## config.mk

```make
export PLATFORM = sky130hd
export DESIGN_NAME = pipe_skid_buffer_flat
export DESIGN_NICKNAME = d
export VERILOG_FILES = /design/src/rtl/pipe_skid_buffer_if.sv /design/src/rtl/pipe_skid_buffer.sv /design/src/flat_wrapper.sv
export SDC_FILE = /design/constraint.sdc
export NUM_CORES = 1
export LEC_CHECK = 0
export BUFFER_PORTS_ARGS = -buffer_cell sky130_fd_sc_hd__buf_2
export CAP_MARGIN = 20
export CORE_UTILIZATION = 44
export CTS_CLUSTER_DIAMETER = 120
export CTS_CLUSTER_SIZE = 20
export DETAILED_ROUTE_END_ITERATION = 12
export PLACE_DENSITY = 0.72
export SETUP_SLACK_MARGIN = 0.5
export SLEW_MARGIN = 40
export SYNTH_ARGS = -nofsm -noshare
export SYNTH_HDL_FRONTEND = slang
export SYNTH_SLANG_ARGS = --single-unit
export TNS_END_PERCENT = 1
```

## constraint.sdc

```tcl
create_clock -name clk -period 1.3 [get_ports clk]
set_input_delay 0 -clock clk [delete_from_list [all_inputs] [get_ports clk]]
set_output_delay 0 -clock clk [all_outputs]
set_load 0.02 [all_outputs]
```

## src/rtl/pipe_skid_buffer_if.sv

```systemverilog
`default_nettype none
// ============================================================================
// Module   : pipe_skid_buffer_if
// Purpose  : One valid/ready/data channel for pipe_skid_buffer.
// Revision : 1.0 - initial release
// ============================================================================
interface pipe_skid_buffer_if #(
    parameter int WIDTH = 8
);
    logic             valid;
    logic             ready;
    logic [WIDTH-1:0] data;

    modport master (output valid, output data, input  ready);
    modport slave  (input  valid, input  data, output ready);
endinterface
`default_nettype wire

```

## src/rtl/pipe_skid_buffer.sv

```systemverilog
`default_nettype none
// ============================================================================
// Module   : pipe_skid_buffer
// Purpose  : Fully registered valid/ready slice with a main + skid entry.
// Revision : 1.0 - initial release
// ============================================================================
module pipe_skid_buffer #(
    parameter int WIDTH      = 8,
    parameter bit CLEAR_DATA = 1'b1
) (
    input  logic                    clk,
    input  logic                    rst,
    pipe_skid_buffer_if.slave       s,
    pipe_skid_buffer_if.master      m,
    output logic [1:0]              level
);

    typedef enum logic [1:0] {
        ST_EMPTY = 2'd0,
        ST_BUSY  = 2'd1,
        ST_FULL  = 2'd2
    } state_t;

    state_t           r_state;
    state_t           w_next;
    logic             r_s_ready;
    logic             r_m_valid;
    logic [1:0]       r_level;
    logic [WIDTH-1:0] r_main;
    logic [WIDTH-1:0] r_skid;

    logic             w_s_fire;
    logic             w_ld_main_in;
    logic             w_ld_main_skid;
    logic             w_ld_skid;

    // s_ready is low for one cycle after reset even in EMPTY, so gate on it
    assign w_s_fire = s.valid & r_s_ready;

    always_comb begin
        w_next         = r_state;
        w_ld_main_in   = 1'b0;
        w_ld_main_skid = 1'b0;
        w_ld_skid      = 1'b0;
        case (r_state)
            ST_EMPTY: begin
                if (w_s_fire) begin
                    w_ld_main_in = 1'b1;
                    w_next       = ST_BUSY;
                end
            end
            ST_BUSY: begin
                case ({w_s_fire, m.ready})
                    2'b11: w_ld_main_in = 1'b1;
                    2'b10: begin
                        w_ld_skid = 1'b1;
                        w_next    = ST_FULL;
                    end
                    2'b01: w_next = ST_EMPTY;
                    default: w_next = ST_BUSY;
                endcase
            end
            ST_FULL: begin
                if (m.ready) begin
                    w_ld_main_skid = 1'b1;
                    w_next         = ST_BUSY;
                end
            end
            default: w_next = ST_EMPTY;
        endcase
    end

    always_ff @(posedge clk) begin
        if (rst) begin
            r_state   <= ST_EMPTY;
            r_s_ready <= 1'b0;
            r_m_valid <= 1'b0;
            r_level   <= 2'd0;
        end else begin
            r_state   <= w_next;
            r_s_ready <= (w_next != ST_FULL);
            r_m_valid <= (w_next != ST_EMPTY);
            r_level   <= w_next;
        end
    end

    generate
        if (CLEAR_DATA) begin : g_clear_data
            always_ff @(posedge clk) begin
                if (rst) begin
                    r_main <= '0;
                    r_skid <= '0;
                end else begin
                    if (w_ld_main_in) begin
                        r_main <= s.data;
                    end else if (w_ld_main_skid) begin
                        r_main <= r_skid;
                    end
                    if (w_ld_skid) begin
                        r_skid <= s.data;
                    end
                end
            end
        end else begin : g_keep_data
            // Data regs carry no reset; only the load enables are blocked
            always_ff @(posedge clk) begin
                if (!rst) begin
                    if (w_ld_main_in) begin
                        r_main <= s.data;
                    end else if (w_ld_main_skid) begin
                        r_main <= r_skid;
                    end
                    if (w_ld_skid) begin
                        r_skid <= s.data;
                    end
                end
            end
        end
    endgenerate

    assign s.ready = r_s_ready;
    assign m.valid = r_m_valid;
    assign m.data  = r_main;
    assign level   = r_level;

endmodule
`default_nettype wire

```

## src/flat_wrapper.sv

```systemverilog
// flat-port wrapper written by rule: the top's interface ports become plain ports
module pipe_skid_buffer_flat 
#(
    parameter int WIDTH      = 8,
    parameter bit CLEAR_DATA = 1'b1
)
  (clk, rst, level, s_valid, s_data, s_ready, m_valid, m_data, m_ready);
  pipe_skid_buffer_if #(.WIDTH(WIDTH)) s_i ();
  pipe_skid_buffer_if #(.WIDTH(WIDTH)) m_i ();
  input  logic clk;
  input  logic rst;
  output logic [1:0] level;
  input wire logic [$bits(s_i.valid)-1:0] s_valid;
  input wire logic [$bits(s_i.data)-1:0] s_data;
  output wire logic [$bits(s_i.ready)-1:0] s_ready;
  output wire logic [$bits(m_i.valid)-1:0] m_valid;
  output wire logic [$bits(m_i.data)-1:0] m_data;
  input wire logic [$bits(m_i.ready)-1:0] m_ready;
  assign s_i.valid = s_valid;
  assign s_i.data = s_data;
  assign s_ready = s_i.ready;
  assign m_valid = m_i.valid;
  assign m_data = m_i.data;
  assign m_i.ready = m_ready;
  pipe_skid_buffer #(.WIDTH(WIDTH), .CLEAR_DATA(CLEAR_DATA)) u_core (.clk(clk), .rst(rst), .s(s_i), .m(m_i), .level(level));
endmodule
```

# After elaboration in Yosys (flattened, before gate mapping)
# Index checks and enable logic that the tools add are counted.
dict set report word_totals {
  inputBits 12
  ff_bits 20
  wordCells 28
}
dict set report classes {
  eq_ne 6
  n_bitwise 1
  n_mux 13
  reduce_logical 3
}
# cell n
set op_table {}
lappend op_table {{$mux W8} 2}
lappend op_table {{$pmux W2 S3} 2}
lappend op_table {{$eq A2 B2 Y1 const B} 3}
lappend op_table {{$mux W1} 6}
lappend op_table {{$eq A2 B1 Y1 const B} 2}
lappend op_table {{$mux W2} 2}
lappend op_table {{$reduce_bool A2 Y1} 2}
lappend op_table {{$logic_not A2 Y1} 1}
lappend op_table {{$ne A2 B2 Y1 const B} 1}
lappend op_table {{$pmux W1 S2} 1}
lappend op_table {{$and A1 B1 Y1} 1}

# Longest topological paths before layout
# Gate-level depths: netlist of the first run.
dict set report logic_depth {
  depth_word 5
  ltp_mapped 5
  ltp_nobuf 4
}

# Worst setup path after synthesis of the first run
# OpenSTA, ideal clock, no wires.
dict set report synth_path {
  kind {register to register}
  start {register u_core.r_state[0]}
  end {register u_core.r_skid[0]}
  t_required_ns 1.172
  arrival_time_ns 1.285
  synth_period_minus_slack_ns 1.412
  stages_incl_launch_ff 5
  setup_ns 0.128
  path_slack_ns -0.112
  cell_sequence {dfxtp_1 > nand2b_4 > nor3_4 > mux2i_1 > nor2_1}
}
dict set report synth_between {
  elab_chain_cells 2
}
# element line_no
set synth_lines {}
lappend synth_lines {{start: declaration} pipe_skid_buffer.sv:24} ;# state_t r_state;
lappend synth_lines {{start signal: assignment} pipe_skid_buffer.sv:80} ;# r_state <= w_next;
lappend synth_lines {{$eq A2 B1 Y1} pipe_skid_buffer.sv:45} ;# case (r_state)
lappend synth_lines {{$mux W1} pipe_skid_buffer.sv:45}
lappend synth_lines {{end signal: assignment} pipe_skid_buffer.sv:100} ;# r_skid <= s.data;
lappend synth_lines {{end: declaration} pipe_skid_buffer.sv:30} ;# logic [WIDTH-1:0] r_skid;
# No other way between the ends.
# A chain may end at the register's enable or synchronous reset.

# Worst setup path after layout of the first run
dict set report layout_path {
  start {register u_core.r_state[0]}
  end {register u_core.r_skid[1]}
}
# Same word-level chain as after synthesis.

==> results of run 1 <==
[layout make-up]
| class | instances | area, um2 |
|---|---|---|
| tap | 25 | 31.3 |
| timing repair buffer | 39 | 332 |
| fill | 140 | 462 |
| multi-input combinational | 69 | 455 |
| clock buffer | 4 | 47.5 |
| sequential | 20 | 418 |
[registers in the layout, summed over array words and instances, names as in the netlist]
register,count
u_core.m.data,8
u_core.r_skid,8
u_core.s.ready,1
u_core.r_state,2
u_core.m.valid,1
[routing by layer]
layer | track usage (%) | wire length (um) | vias up
li1 | - | - | 401
met1 | 25.7 | 976 | 400
met2 | 32.5 | 1160 | 25
met3 | 4.00 | 89 | 7
met4 | 12.1 | 51 | 0
met5 | 0 | 0 | -
[critical path, delay by kind of cell (launching register included)]
family / cells / cell delay (ns)
DFF: 1 / 0.37
and+or+nand+nor: 3 / 0.31
buffers and inverters: 2 / 0.26
muxes: 1 / 0.23
[cell usage after synthesis]
master,number
nor2_1,21
dfxtp_1,20
buf_4,2
and2_1,1
and3b_1,1
a311oi_1,8
and2b_1,1
nand2b_4,1
o21bai_1,1
mux2i_1,8
o21ai_1,1
nand2_1,18
nor3_4,1
clkbuf_1,2
nor3_1,1
a21oi_1,4
nand2_4,1
[power by group through the flow]
stage	Clock [W]	Combinational (W)	Sequential [W]
final	0.000438	0.000236	0.000662
after detailed placement	0	0.000167	0.000668
after CTS	0.000445	0.000190	0.000654
after global routing	0.000470	0.000251	0.000665
after floorplan	0	0.0000702	0.000700
after global placement	0	0.000163	0.000667
[what timing repair did]
item / in CTS / in global routing
hold endpoints to repair: 16 / 1
hold buffers: 8 / 1
gates resized for setup: 5 / 32
cloned: 0 / 1
setup endpoints to repair: 31 / 32
setup buffers: 0 / 2
pin swaps: 1 / 7
[kinds of logic after synthesis]
| group | synth area share [%] |
|---|---|
| DFF | 48.8 |
| AOI/OAI and AO/OA | 12.5 |
| buffers and inverters | 2.74 |
| and+or+nand+nor | 26.2 |
| muxes | 9.76 |
[per-stage QoR]
step / TNS, ns / cell area (um2) / util, % / worst slack (ns)
3_5_place_dp: 0 / 1010 / 58.1 / 0.0460
5_1_grt: -0.0318 / 1280 / 73.5 / -0.0177
6_report: 0 / 1280 / 73.5 / 0.0126
2_1_floorplan: 0 / 843 / - / 0.0774
3_3_place_gp: 0 / 1010 / 58.1 / 0.0989
4_1_cts: 0 / 1160 / 66.4 / 0.0336
[final timing paths]
| path | startpoint | to | slack [ns] | depth (start not counted) |
|---|---|---|---|---|
| max | u_core.r_state[0] | u_core.r_skid[1] | 0.01 | 6 |
| min | m_ready | u_core.r_state[0] | 0.01 | 3 |
| max reg2reg | u_core.r_state[0] | u_core.r_skid[1] | 0.01 | 6 |
| min reg2reg | u_core.r_skid[4] | u_core.m.data[4] | 0.49 | 2 |
==> results.ini, run 1 <==
[run_status]
status = finished clean

[yosys]
synth_top_area_share_pct = 48.8
synth_area_leader_cell = dfxtp_1
avgSynthCellArea_um2 = 8.92
synth_fp_nets = 104
yosys_warnings = 0
syn-cell-area_um2 = 821
ys_types = 17
ys_ff_latch = 20
seq_area_frac_synth_pct = 48.8
synthCells = 92
netlist_top_cells_area = dfxtp_1 (49%), mux2i_1 (9.8%), nor2_1 (9.6%)

[clock_network]
clk_pin_slew_ns = 0.12
clock_latency_ns = 0.32
clk_root_buffer_cell = clkbuf_4
cts_buffers = 3
cts.path.max_buffers = 2
cts_tree = yes
clkSinkCount = 20
cts-htree-levels = 1

[drt]
via_per_inst = 5.31
wl_um = 2280
firstDrtPassIters = 4
antenna_left = 0
vias = 833
wl_per_cell_um = 14.5
drc = 0
drt-initial-drc-count = 21

[timing]
clock-skew-final_ns = 0.00988
fin_crit_ns = 1.29
setup_viol = 0
relSlewSlack_pct = 73.4
final_hold_viol_count = 0
max_freq_ghz = 0.777
tightest_slew_ns = 0.399
rsz0062_at_grt = yes
hold_ws_ns = 0.0102
finalCritPeriodShare_pct = 99.0
slew_violations = 0

[power]
p_leak_nw = 0.528
p_sw_w = 0.000345
seq_power_share_pct = 49.6
swShare_pct = 25.8
peakVddDrop_mv = 0.694
power_w = 0.00134
combPwrFrac_pct = 17.7
cellPowerDensity_nw_per_um2 = 1040
power_frac_clock_pct = 32.8
p_int_w = 0.000992

[setup_path]
slowest_stage = dfxtp_4
critical_path.cell_chain = buf_6 > nand2b_4 > nor3_4 > buf_12 > mux2i_2 > nor2_1
startpoint_type = flop
end_kind = flop
crit_type = reg2reg
critPathMaxFanout = 8
worstPathArrival_ns = 1.50
required_ns = 1.51
cpPeakStageDelay_ns = 0.37

[global_route]
grt.total_usage_pct = 20.5
grt_max_degree = 21
grt_pass1_wl_um = 2950
grt_pass1_vias = 702
antenna_found_initial = 0
overflow = 0

[die]
ioPinCount = 24
chipWidth_um = 45.2
dieArea_um2 = 2040
initial_utilization_pct = 47.0
rows = 15
die_y_um = 45.2
coreArea_um2 = 1750

[finish]
layout.nets = 145
area_growth_syn_to_layout_pct = 56.4
final_common_cell = nor2_1
diodes = 0
stdcell_count = 157
layout_common_cells = nor2_1 (20), nand2_1 (15), buf_2 (12), dfxtp_1 (12)
layout-drive-gt1-share_pct = 43.9

[place]
dp_hpwl_um = 1220
io_buffers = 23
place_inst = 141
gp_congestion = 0.759

[min_path]
hold_path.class = in2reg

[run]
cap_violations = 0

(Power assumes the default switching activity.)
==> run 2, diff against run 1 <==
--- a/config.mk
+++ b/config.mk
@@ -7,11 +7,13 @@
 export LEC_CHECK = 0
 export BUFFER_PORTS_ARGS = -buffer_cell sky130_fd_sc_hd__buf_2
 export CAP_MARGIN = 20
-export CORE_UTILIZATION = 44
+export CELL_PAD_IN_SITES_DETAIL_PLACEMENT = 0
+export CELL_PAD_IN_SITES_GLOBAL_PLACEMENT = 1
+export CORE_UTILIZATION = 32
 export CTS_CLUSTER_DIAMETER = 120
 export CTS_CLUSTER_SIZE = 20
 export DETAILED_ROUTE_END_ITERATION = 12
-export PLACE_DENSITY = 0.72
+export PLACE_DENSITY_LB_ADDON = 0.1
 export SETUP_SLACK_MARGIN = 0.5
 export SLEW_MARGIN = 40
 export SYNTH_ARGS = -nofsm -noshare
==> run 2 against run 1 <==
  * The run now ends with negative hold slack left
  * Worst hold slack worse by 0.019 ns
  * Final cell count up 0.64%
  * First-iteration DRC count fell by 76%
  * Sequential share of layout area rose by 2.0 points
  * Highest routed layer unchanged
==> results.ini, run 2 (synthesized netlist as in run 1, its figures left out) <==
[run_status]
status = finished with violations
failed_checks = negative hold slack

[timing]
fin_crit_ns = 1.27  ; -0.0127 ns
finalWorstSetupSlack_ns = 0.0253  ; +0.0127 ns
setup-tns-final_ns = 0  ; unchanged
slew_violations = 0  ; unchanged
hold_ws_ns = -0.00865  ; -0.0188 ns
max_freq_ghz = 0.784  ; +1.0%
rsz0062_at_grt = yes
tightest_slew_ns = 0.399  ; +0.000515 ns
final_hold_viol_count = 1  ; +1
setup_viol = 0  ; unchanged
relSlewSlack_pct = 73.4  ; about the same
clock-skew-final_ns = 0.00182  ; -0.00805 ns
finalCritPeriodShare_pct = 98.1  ; -0.98 points

[setup_path]
critical_path.cell_chain = and2b_2 > and2_4 > buf_6 > nand2_1 > a311oi_1
endpoint = u_core.m.data[5]
r2r_setup_slack_ns = 0.03  ; about the same
critPathMaxFanout = 5  ; -3
crit_type = reg2reg
startpoint = u_core.r_state[0]
required_ns = 1.51  ; about the same
startpoint_type = flop
cp_num_cells = 5  ; -1
end_kind = flop
rr_startpoint = u_core.r_state[0]
crit_family = simple AND/OR/NAND/NOR gates
crit_buf_inv = 1  ; -1
slowest_stage = dfxtp_4
reg2regPathDepth = 5  ; -1
cpPeakStageDelay_ns = 0.38  ; about the same
worstPathArrival_ns = 1.49  ; about the same
rr_endpoint = u_core.m.data[5]

[drt]
antenna_left = 0  ; unchanged
firstDrtPassIters = 4  ; unchanged
drc = 0  ; unchanged
wl_per_cell_um = 11.8  ; -19%
drt-initial-drc-count = 5  ; -76%
vias = 771  ; -7.4%
via_per_inst = 4.88  ; -8.0%
wl_um = 1860  ; -18%

[clock_network]
cts.path.max_buffers = 2  ; unchanged
cts_tree = yes
cts-htree-levels = 1  ; unchanged
cts_buffers = 3  ; unchanged
clock_latency_ns = 0.30  ; -0.02 ns
clk_pin_slew_ns = 0.12  ; about the same
clk_root_buffer_cell = clkbuf_4
clkSinkCount = 20  ; unchanged

[global_route]
overflow = 0  ; unchanged
grt.total_usage_pct = 16.2  ; -4.3 points
grt_pass1_wl_um = 3190  ; +8.4%
grt_max_degree = 21  ; unchanged
antenna_found_initial = 0  ; unchanged
grt_pass1_vias = 716  ; +2.0%

[power]
peakVddDrop_mv = 0.573  ; -17%
p_leak_nw = 0.490  ; -7.0%
cellPowerDensity_nw_per_um2 = 1030  ; -1.1%

[place]
io_buffers = 23  ; unchanged
dpl_cell_area_um2 = 1000  ; -0.86%
place_ws_ns = 0.0433  ; -0.00273 ns
gp_congestion = 0.708  ; -6.7%
dp_hpwl_um = 1260  ; +2.9%
place_inst = 144  ; +2.1%

[finish]
fillers = 246  ; +76%
stdcell_count = 158  ; +0.64%
area_growth_syn_to_layout_pct = 45.1
layout.nets = 143  ; -1.4%
seq_area_um2 = 412  ; -1.5%
multi_input_area_um2 = 435  ; -4.4%
final_cell_area_um2 = 1190  ; -7.2%
final_common_cell = buf_2
layout_common_cells = buf_2 (22), nor2_1 (20), dfxtp_1 (17)
diodes = 0  ; unchanged
layout-drive-gt1-share_pct = 36.9  ; -7.0 points

[die]
dieArea_um2 = 2770  ; +36%
die_y_um = 52.6  ; +16%
rows = 17  ; +2
chipWidth_um = 52.6  ; +16%
initial_utilization_pct = 35.4  ; -12 points
coreArea_um2 = 2320  ; +33%
ioPinCount = 24  ; unchanged

[min_path]
hold_path.class = in2reg

[run]
cap_violations = 0  ; unchanged

-- run 2: layout make-up --
cell class,instances,area share [%]
Clock buffer,4,3.05
Multi-Input combinational cell,68,36.6
Sequential cell,20,34.6
Tap cell,28,2.94
Timing Repair Buffer,38,22.9
-- run 2: worst register-to-register path, stage by stage, from the launching register on --
cell and delay, ns:
dfxtp_4 0.38, and2b_2 0.24, and2_4 0.15, buf_6 0.11, nand2_1 0.05, a311oi_1 0.27
-- run 2: routing by layer --
layer / GRT usage, % / routed length [um] / vias to the layer above / share of wire, %
met5: 0 / 0 / - / 0
met4: 7.89 / 16 / 0 / 0.86
met1: 21.1 / 878 / 361 / 47
met2: 25.5 / 893 / 17 / 48
met3: 2.61 / 69 / 2 / 3.7
li1: - / - / 391 / -
-- run 2: report_power, final --
group	switching [W]	internal, W	total [W]
clock network	0.000200	0.000171	0.000370
logic	0.000108	0.0000931	0.000201
registers	0.0000172	0.000638	0.000655
-- run 2: worst min path at each step --
stage | from | end | slack, ns | cells past startpoint
global placement | m_ready | u_core.r_state[1] | 0.23 | 2
detailed placement | m_ready | u_core.r_state[1] | 0.24 | 2
finish | m_ready | u_core.s.ready | -0.009 | 3
global route | m_ready | u_core.s.ready | 0.02 | 3
floorplan | m_ready | u_core.r_state[1] | 0.07 | 1
CTS | m_ready | u_core.r_state[1] | -0.08 | 2
-- run 2: repair_timing --
item	in CTS	in global routing
buffers inserted	1	0
endpoints found under the hold margin	19	1
hold buffers	8	1
resized for setup	4	7
setup endpoints to repair	31	32
pin swaps	3	3
-- run 2: per-stage QoR --
stage	util (%)	total power (W)
final	51.4	0.00123
after detailed placement	43.3	0.000831
after floorplan	-	0.000770
after global routing	51.4	0.00130
after global placement	43.3	0.000830
after CTS	49.7	0.00124
